[src/rtl/mux_striping_n.sv]
// N-lane striping combiner: per-lane FIFOs merged into one ordered word stream
// by strict round-robin over enabled lanes, with a valid/ready output register.
module mux_striping_n #(
  parameter int DATA_W     = 32,
  parameter int LANES      = 4,
  parameter int FIFO_DEPTH = 4
) (
  input  logic                    clk_4f,
  input  logic                    reset,
  input  logic [LANES*DATA_W-1:0] data_in,
  input  logic [LANES-1:0]        valid_in,
  output logic [LANES-1:0]        lane_ready,
  input  logic [LANES-1:0]        lane_en,
  input  logic                    out_ready,
  output logic [DATA_W-1:0]       data_output,
  output logic                    valid_out,
  output logic [LANES-1:0]        overflow
);

  localparam int SEL_W = $clog2(LANES);
  localparam int PTR_W = $clog2(FIFO_DEPTH);
  localparam int CNT_W = PTR_W + 1;

  logic [DATA_W-1:0] r_mem   [LANES][FIFO_DEPTH];
  logic [PTR_W-1:0]  r_wptr  [LANES];
  logic [PTR_W-1:0]  r_rptr  [LANES];
  logic [CNT_W-1:0]  r_count [LANES];
  logic [LANES-1:0]  r_overflow;
  logic [SEL_W-1:0]  r_sel;
  logic [DATA_W-1:0] r_data;
  logic              r_valid;

  logic              w_free;
  logic              w_head_ok;
  logic [LANES-1:0]  w_full;
  logic [LANES-1:0]  w_empty;
  logic [LANES-1:0]  w_push;
  logic [LANES-1:0]  w_pop;
  logic [SEL_W-1:0]  w_next_sel;

  assign w_free    = !r_valid || out_ready;
  assign w_head_ok = w_free && lane_en[r_sel] && !w_empty[r_sel];

  always_comb begin
    for (int i = 0; i < LANES; i++) begin
      w_full[i]  = (r_count[i] == CNT_W'(FIFO_DEPTH));
      w_empty[i] = (r_count[i] == '0);
      w_pop[i]   = w_head_ok && (r_sel == SEL_W'(i));
      // A full lane still takes a word when its head leaves on the same edge.
      w_push[i]  = valid_in[i] && (!w_full[i] || w_pop[i]);
    end
  end

  // First enabled lane after r_sel, wrapping back to r_sel; holds if none enabled.
  always_comb begin
    logic [SEL_W-1:0] w_idx;
    logic             w_found;
    w_idx      = r_sel;
    w_found    = 1'b0;
    w_next_sel = r_sel;
    for (int k = 1; k <= LANES; k++) begin
      w_idx = r_sel + SEL_W'(k);
      if (!w_found && lane_en[w_idx]) begin
        w_next_sel = w_idx;
        w_found    = 1'b1;
      end
    end
  end

  always_ff @(posedge clk_4f) begin
    for (int i = 0; i < LANES; i++) begin
      if (w_push[i]) r_mem[i][r_wptr[i]] <= data_in[i*DATA_W +: DATA_W];
    end
  end

  always_ff @(posedge clk_4f or negedge reset) begin
    if (!reset) begin
      for (int i = 0; i < LANES; i++) begin
        r_wptr[i]  <= '0;
        r_rptr[i]  <= '0;
        r_count[i] <= '0;
      end
      r_overflow <= '0;
    end else begin
      for (int i = 0; i < LANES; i++) begin
        if (w_push[i]) r_wptr[i] <= r_wptr[i] + PTR_W'(1);
        if (w_pop[i])  r_rptr[i] <= r_rptr[i] + PTR_W'(1);
        case ({w_push[i], w_pop[i]})
          2'b10:   r_count[i] <= r_count[i] + CNT_W'(1);
          2'b01:   r_count[i] <= r_count[i] - CNT_W'(1);
          default: r_count[i] <= r_count[i];
        endcase
        if (valid_in[i] && !w_push[i]) r_overflow[i] <= 1'b1;
      end
    end
  end

  // Strict order: an enabled-but-empty selected lane stalls the whole stream.
  always_ff @(posedge clk_4f or negedge reset) begin
    if (!reset) begin
      r_sel   <= '0;
      r_data  <= '0;
      r_valid <= 1'b0;
    end else if (w_free) begin
      if (lane_en[r_sel]) begin
        if (!w_empty[r_sel]) begin
          r_data  <= r_mem[r_sel][r_rptr[r_sel]];
          r_valid <= 1'b1;
          r_sel   <= w_next_sel;
        end else begin
          r_valid <= 1'b0;
        end
      end else begin
        r_valid <= 1'b0;
        r_sel   <= w_next_sel;
      end
    end
  end

  assign lane_ready  = ~w_full;
  assign overflow    = r_overflow;
  assign data_output = r_data;
  assign valid_out   = r_valid;

endmodule
[config.mk]
export PLATFORM = sky130hd
export DESIGN_NAME = mux_striping_n
export DESIGN_NICKNAME = d
export VERILOG_FILES = /design/src/rtl/mux_striping_n.sv
export SDC_FILE = /design/constraint.sdc
export NUM_CORES = 1
export LEC_CHECK = 0
export ABC_AREA = 1
export BUFFER_PORTS_ARGS = -buffer_cell sky130_fd_sc_hd__buf_2
export CAP_MARGIN = 20
export CORE_UTILIZATION = 42
export CTS_CLUSTER_DIAMETER = 50
export DETAILED_ROUTE_END_ITERATION = 7
export GPL_TIMING_DRIVEN = 0
export HOLD_SLACK_MARGIN = 0.02
export PLACE_DENSITY = 0.61
export SYNTH_ARGS = -nofsm -noshare
export SYNTH_HDL_FRONTEND = slang
export SYNTH_SLANG_ARGS = --single-unit
export TNS_END_PERCENT = 5
[constraint.sdc]
create_clock -name clk_4f -period 3.3 [get_ports clk_4f]
set_clock_uncertainty 0.05 [all_clocks]
set_input_delay 0.33 -clock clk_4f [delete_from_list [all_inputs] [get_ports clk_4f]]
set_output_delay 0.33 -clock clk_4f [all_outputs]
set_load 0.01 [all_outputs]
; ---- Yosys cells after proc, flatten, opt, wreduce, memory -nomap -nowiden
; Memory sizes are Yosys's and may differ from the RTL's.
; Index checks and enable logic that the tools add are counted.
; W data, S select, Z words.
[word_totals]
word_cells = 174
out_inout_bits = 41
memories = 1
ram_bits = 512
inputBits = 139
register_bits = 67
[memory_table]
columns = memory, depth, word_bits, rd, rd_ports_with_merged_regs, wr, line_no
row1 = r_mem, 4, 128, 1, 0, 4, 24  ; logic [DATA_W-1:0] r_mem [LANES][FIFO_DEPTH];
[classes]
add_sub_neg = 19
mux = 47
n_bitwise = 8
n_eq_ne = 16
magnitude_cmp = 14
reduce_logical = 50
[op_table]
columns = operator, n
row1 = $mux W128, 4
row2 = $demux W32 S2, 4
row3 = $mux W32, 6
row4 = $bmux W32 S2, 1
row5 = $pmux W3 S2, 4
row6 = $logic_and A1 B1 Y1, 21
row7 = $add A2 B1 Y2 const B, 9
row8 = $ge A3 B3 Y1 const B, 6
row9 = $not A2 Y3, 6
row10 = $mux W2, 8
row11 = $mux W1, 14
row12 = $logic_not A1 Y1, 13
row13 = $add A3 B1 Y3 const B, 4
row14 = $eq A2 B2 Y1 const B, 6
row15 = $eq A3 B3 Y1 const B, 4
row16 = $logic_not A3 Y1, 4
row17 = $lt A2 B3 Y1 const B, 4
row18 = $lt A3 B1 Y1 const B, 4
row19 = $sub A3 B1 Y3 const B, 4
row20 = $bmux W1 S2, 5
row21 = $eq A2 B1 Y1 const B, 5
row22 = $reduce_bool A2 Y1, 4
row23 = $logic_or A1 B1 Y1, 5
row24 = $add A2 B2 Y2 const B, 2
row25 = other kinds (7), 7

; ---- Depth between registers and ports, before layout
; Gate-level depths: netlist (run 1).
[logic_depth]
depth_word = 15
mapped_depth = 15
mapped_depth_nobuf = 14

; ---- Worst setup path before layout (run 1)
; Ideal clock, no wire load.
[synth_timing]
path_kind = flip-flop to flip-flop
start = reg r_sel[0]
end = mem r_mem[0][0] (netlist name), enable pin
required_time_ps = 2829
setup_time_ps = 421
period_less_slack_ps = 3334
path_slack_ps = -34
n_path_buf = 4
path_stages_with_launch = 11
arrival_ps = 2863
path_cell_list = dfrtp_1 buf_6 inv_4 buf_6 buf_4 buf_2 ha_1 nand3_2 nand2_2 nand2_2 nor2_1
[synth_rtl]
columns = item, line_no
row1 = from (decl), 29  ; logic [SEL_W-1:0] r_sel;
row2 = from (signal assigned), 109  ; r_sel <= w_next_sel;
row3 = from (signal assigned), 115  ; r_sel <= w_next_sel;
row4 = to (decl), 24

==> results of run 1 <==
-- worst max-delay path, stage by stage (launching register included) --
cell and delay, ns:
dfrtp_1 0.40, buf_6 0.16, inv_4 0.07, buf_6 0.18, buf_4 0.24, buf_6 0.20, ha_1 0.19, nand3_2 0.13
nand2_2 0.14, nand2_2 0.18, nor2_4 0.59, buf_12 0.29
-- how the worst max path moves through the flow --
stage | startpoint | end | slack, ns | depth (start not counted)
CTS | r_sel[0] | r_mem[2][111] | 0.02 | 11
floorplan | r_sel[0] | r_mem[0][0] | -0.03 | 10
detailed placement | r_sel[1] | r_mem[1][78] | -0.47 | 9
finish | r_sel[0] | r_mem[0][105] | 0.16 | 11
global route | r_sel[0] | r_count[11] | 0.05 | 15
global placement | r_sel[1] | r_mem[0][41] | -2.59 | 8
-- cells by family (layout without fill, tap and decap cells) --
group / Yosys count / in the layout
and+or+nand+nor: 1288 / 1289
other: 0 / 2
xor gates and xnor gates: 12 / 12
AOI/OAI and AO/OA: 28 / 28
buffers and inverters: 178 / 630
DFF: 579 / 579
adders and majority gates: 28 / 28
-- metal layers --
metal,wire [µm],share of wire
met1,30700,0.39
met4,2310,0.029
met2,37400,0.47
met5,39,0.00049
met3,8440,0.11
-- Yosys cell counts, types with 14 or more instances --
cell / instances / area, µm²
inv_1: 60 / 225
buf_2: 66 / 330
buf_4: 14 / 105
nand3_1: 407 / 2040
o21ai_0: 15 / 75.1
nand2_1: 829 / 3110
nand2_2: 14 / 87.6
edfxtp_1: 512 / 15400
nor2_1: 27 / 101
ha_1: 24 / 300
clkbuf_1: 14 / 52.6
dfrtp_1: 67 / 1680
-- where the power goes --
part | total [W] | internal (W) | switching [W]
sequential | 0.0104 | 0.00981 | 0.000558
clock | 0.00756 | 0.00448 | 0.00308
combinational | 0.0128 | 0.00362 | 0.00915
total | 0.0307 | 0.0179 | 0.0128
-- area by class of cell --
class                   count  share of cell area
well taps                 756              0.0315
inverters                  65             0.00822
clock inverters            43              0.0138
flip-flops and latches    579               0.568
clock buffers              80              0.0611
repair buffers            330              0.0873
plain buffers             112              0.0217
diodes                      2            0.000167
multi-input cells        1357               0.208
-- stage by stage --
| stage | power (W) | TNS, ns | instances |
|---|---|---|---|
| floorplan | 0.0177 | -11.57 | 2113 |
| global placement | 0.0223 | -1146.50 | 3048 |
| detailed placement | 0.0228 | -80.45 | 3065 |
| CTS | 0.0305 | 0 | 3321 |
| global route | 0.0321 | 0 | 3323 |
| finish | 0.0307 | 0 | 3324 |
-- cells in the final DEF (no fill, tap or decap), types with 13 or more instances in the layout --
cell	synthesis	routed
nor2_4	0	17
inv_1	60	60
nand3_1	407	407
clkinv_2	0	20
ha_1	24	24
nand2_2	14	13
buf_2	66	243
dfrtp_1	67	67
buf_4	14	15
dlygate4sd3_1	0	134
clkbuf_1	14	21
o21ai_0	15	15
clkbuf_16	0	72
buf_6	12	13
edfxtp_1	512	512
nand2_1	829	829
-- sequential cells by signal, summed over array words and instances, names as in the netlist --
name	flops
r_sel	2
data_output	32
overflow	4
r_wptr	8
valid_out	1
r_mem	512
r_count	12
r_rptr	8
-- timing repair --
item | CTS | global route
setup endpoints to repair | 272 | 12
gates resized for setup | 2 | 2
pin swaps | 0 | 1
hold buffers | 134 | 0
cloned | 0 | 1
endpoints found under the hold margin | 592 | 0
==> flow_summary.ini, run 1 <==
[clocking]
post-cts-setup-buffer-count = 0
path_clk_slew_ns = 0.06
clockBufferDepth = 3
clk_latency_ns = 0.62
cts_sinks = 579
cts_buffers = 69
htreeDepth = 3
tritoncts = yes
cts_root_buf = clkbuf_16

[timing]
worst_slew_pin_slew_ns = 0.940
slew_viol_final = 0
hold_viol = 0
period_needed_ns = 3.14
max_freq_mhz = 319
max_slew_margin = 0.374
finalCritPeriodShare = 0.950
rsz0062_at_grt = no
fin_hold_ws_ns = 0.140
final.setup.worst_slack_ns = 0.164
finalSetupViolCount = 0

[logic_synthesis]
synthXorXnorAreaFrac = 0.00437
synthAdderAreaFrac = 0.0158
synth_top_family_by_area = simple AND/OR/NAND/NOR gates
synth-seq-cells = 579
synthCells = 2113
ys_types = 29
ys_seq_area_frac = 0.709
ys.flop_type = edfxtp_1
synth_edf_count = 512
synthMuxAreaShare = 0
ys_async_sr_fraction = 0.116
avgSynthCellArea_um2 = 11.4
synth-simple-area-share = 0.227
synth_compound_area_frac = 0.00666
synth_fp_nets = 2280
syn_area_um2 = 24000
yosys_warnings = 0

[worst_setup_path]
crit_path_end_kind = register
cp-start-kind = register
r2r_end = r_mem[0][105]
r2r_setup_slack_ns = 0.16
worstPathRequired_ns = 3.56
timing.rr.start = r_sel[0]
ff2ff_path_depth = 11
crit_fanout = 20
crit_type = register to register
worstPathArrival_ns = 3.39

[grt]
grt-busiest-layer = met2
globalRouteOverflowTotal = 0
antenna_found_initial = 4
first_global_vias = 17545
groute.usage.overall = 0.273
grt_start_max_net_pins = 46
met1_usage = 0.360
grt_pass1_wl_um = 113000
use_met3 = 0.0589
met2_usage = 0.449

[finish]
seq_area_um2 = 17100
final_nets = 2681
fin_area_um2 = 30000
area_growth_syn_to_layout_pct = 24.8
fillerInstances = 4869
final_core_utilization = 0.531
multi_input_area_um2 = 6230
drive_above_1_share = 0.172

[detailed_routing]
wl_per_cell_um = 23.7
dr.pass1.iters = 6
wirelength_um = 78900
first_iter_violations = 2256
ant_nets = 0
num_vias = 17966
routed_via_density = 5.40
drc_errors = 0

[run]
drv_cap = 0

[floorplanning]
start_util = 0.426
fp-row-count = 87
die_x_um = 241
core_um2 = 56500
die_height_um = 241
die-area_um2 = 58200
io_pins = 180

[place]
place.detailed.hpwl_um = 53000
post_dp_cell_area_um2 = 26400
gp_congestion = 0.893
dp_slack_ns = -0.471
portBuffers = 179

[min_path]
holdCritPathClass = input port to asynchronous set/reset pin

[pwr]
leakage_nw = 12.1
irDropWorstVdd_mv = 0.516
p_per_area_nw_per_um2 = 1020

[status]
status = complete, no violations
Power figures use the tool's default switching activity.
==> run 2: changes to the inputs <==
--- a/config.mk
+++ b/config.mk
@@ -8,12 +8,12 @@
 export ABC_AREA = 1
 export BUFFER_PORTS_ARGS = -buffer_cell sky130_fd_sc_hd__buf_2
 export CAP_MARGIN = 20
-export CORE_UTILIZATION = 42
+export CORE_UTILIZATION = 53
 export CTS_CLUSTER_DIAMETER = 50
 export DETAILED_ROUTE_END_ITERATION = 7
 export GPL_TIMING_DRIVEN = 0
 export HOLD_SLACK_MARGIN = 0.02
-export PLACE_DENSITY = 0.61
+export PLACE_DENSITY = 0.74
 export SYNTH_ARGS = -nofsm -noshare
 export SYNTH_HDL_FRONTEND = slang
 export SYNTH_SLANG_ARGS = --single-unit
==> run 2 against run 1 <==
  * Design area decreased by 1.2%
  * Utilization up 13 points
  * Clock-buffer cell count shrank 2
  * Sequential share of layout area rose by 0.68 points
  * Setup slack worse by 0.095 ns
  * Sequential power about the same
  * Via count rose by 3.7%
  * Register-to-register slack lost 0.09 ns
  * Highest routed layer unchanged
  * Routed wire length fell by 2.6%
  * Critical path type unchanged
  * Worst hold slack got worse by 0.043 ns
  * Combinational power barely moved
  * Global-route usage grew 5.8 points
==> flow_summary.ini, run 2 (synthesized netlist as in run 1, its figures left out) <==
[min_path]
holdCritPathClass = input port to asynchronous set/reset pin

[pwr]
p_switching_w = 0.0128
p_clk_frac = 0.225
irDropWorstVdd_mv = 0.705
switching_share = 0.423
p_total_w = 0.0301
power_frac_comb = 0.430
p_per_area_nw_per_um2 = 1020
p_seq_frac = 0.345
leakage_nw = 12.0
p_int_w = 0.0174

[grt]
first_global_vias = 18556
antenna_found_initial = 2
groute.usage.overall = 0.331
grt_start_max_net_pins = 49
globalRouteOverflowTotal = 0
grt_pass1_wl_um = 112000

[clocking]
clockBufferDepth = 3
cts_root_buf = clkbuf_16
cts_buffers = 59
htreeDepth = 2
tritoncts = yes
clk_latency_ns = 0.63
cts_sinks = 579
path_clk_slew_ns = 0.06

[timing]
period_needed_ns = 3.23
finalSetupViolCount = 0
finalCritPeriodShare = 0.979
max_freq_mhz = 310
worst_slew_pin_slew_ns = 0.874
max_slew_margin = 0.417
rsz0062_at_grt = no
hold_viol = 0
fin_hold_ws_ns = 0.0969
slew_viol_final = 0
final.setup.worst_slack_ns = 0.0692

[finish]
drive_above_1_share = 0.169
seq_area_um2 = 17100
fillerInstances = 3230
final_core_utilization = 0.666
layout_common_cells = 829 x nand2_1, 512 x edfxtp_1, 407 x nand3_1
largest_reg_flops = 512
multi_input_area_um2 = 6220
final_common_cell = nand2_1
fin_area_um2 = 29600
final_nets = 2675
area_growth_syn_to_layout_pct = 23.3

[floorplanning]
fp-row-count = 77
die_height_um = 215
core_um2 = 44500
die-area_um2 = 46200
io_pins = 180
die_x_um = 215
start_util = 0.540

[detailed_routing]
num_vias = 18627
dr.pass1.iters = 7
wl_per_cell_um = 24.4
drc_errors = 0
wirelength_um = 76800
ant_nets = 0
routed_via_density = 5.91
first_iter_violations = 3119

[worst_setup_path]
worstPathRequired_ns = 3.58
timing.rr.start = r_sel[1]
worstPathArrival_ns = 3.51
crit_type = register to register
crit_fanout = 17
crit_path_end_kind = register
cp-start-kind = register
startpoint = r_sel[1]

[place]
dp_slack_ns = -0.307
place.detailed.hpwl_um = 50500
portBuffers = 179
gp_congestion = 0.907
post_dp_cell_area_um2 = 26200

[run]
drv_cap = 0

[status]
status = complete, no violations
## run 2: metrics by stage
| stage | setup TNS [ns] | instances |
|---|---|---|
| 3_5_place_dp | -42.53 | 2901 |
| 2_1_floorplan | -11.57 | 2113 |
| 5_1_grt | 0 | 3151 |
| 3_3_place_gp | -1029.32 | 2884 |
| 6_report | 0 | 3151 |
| 4_1_cts | 0 | 3148 |
## run 2: per-layer routing
metal | wire [µm] | track usage
met3 | 9980 | 0.0820
met5 | 11 | 0
met4 | 3580 | 0.151
met1 | 27500 | 0.427
met2 | 35700 | 0.532
## run 2: area by class of cell
type,count,area share
sequential,579,0.575
multi-input combinational,1356,0.210
timing repair buffer,334,0.0926
clock buffer,78,0.0546
tap,592,0.0250
buffer,113,0.0221
clock inverter,33,0.0121
inverter,65,0.00832
antenna,1,0.0000844
## run 2: path summary, 6_finish.rpt
check | endpoint | slack (ns) | depth (start not counted)
worst max-delay path | r_mem[0][72] | 0.07 | 9
worst min-delay path | r_count[2] | 0.1 | 2
worst max register to register | r_mem[0][72] | 0.07 | 9
worst min register to register | overflow[3] | 0.42 | 1
max in group asynchronous | data_output[20] | 2.48 | 3
min in group clk_4f | r_sel[1] | 0.25 | 8
## run 2: repair_timing
item | CTS | global route
resized for setup | 2 | 3
pin swaps | 1 | 2
hold buffers | 134 | 0
setup buffers | 2 | 2
endpoints found under the setup margin | 308 | 171
hold endpoints to repair | 592 | 0
## run 2: worst max-delay path, stage by stage, from the launching register on
cell	delay [ns]
dfrtp_1	0.42
inv_2	0.23
buf_4	0.29
clkbuf_4	0.32
ha_1	0.21
nand3_2	0.13
nand2_2	0.14
nand2_2	0.19
nor2_4	0.64
buf_16	0.26
## run 2: power by group through the flow
stage	registers (W)	clock network [W]	logic, W
floorplan	0.0105	0	0.00717
global placement	0.0106	0	0.0114
detailed placement	0.0105	0	0.0122
CTS	0.0104	0.00678	0.0125
global route	0.0105	0.00707	0.0138
finish	0.0104	0.00678	0.0130
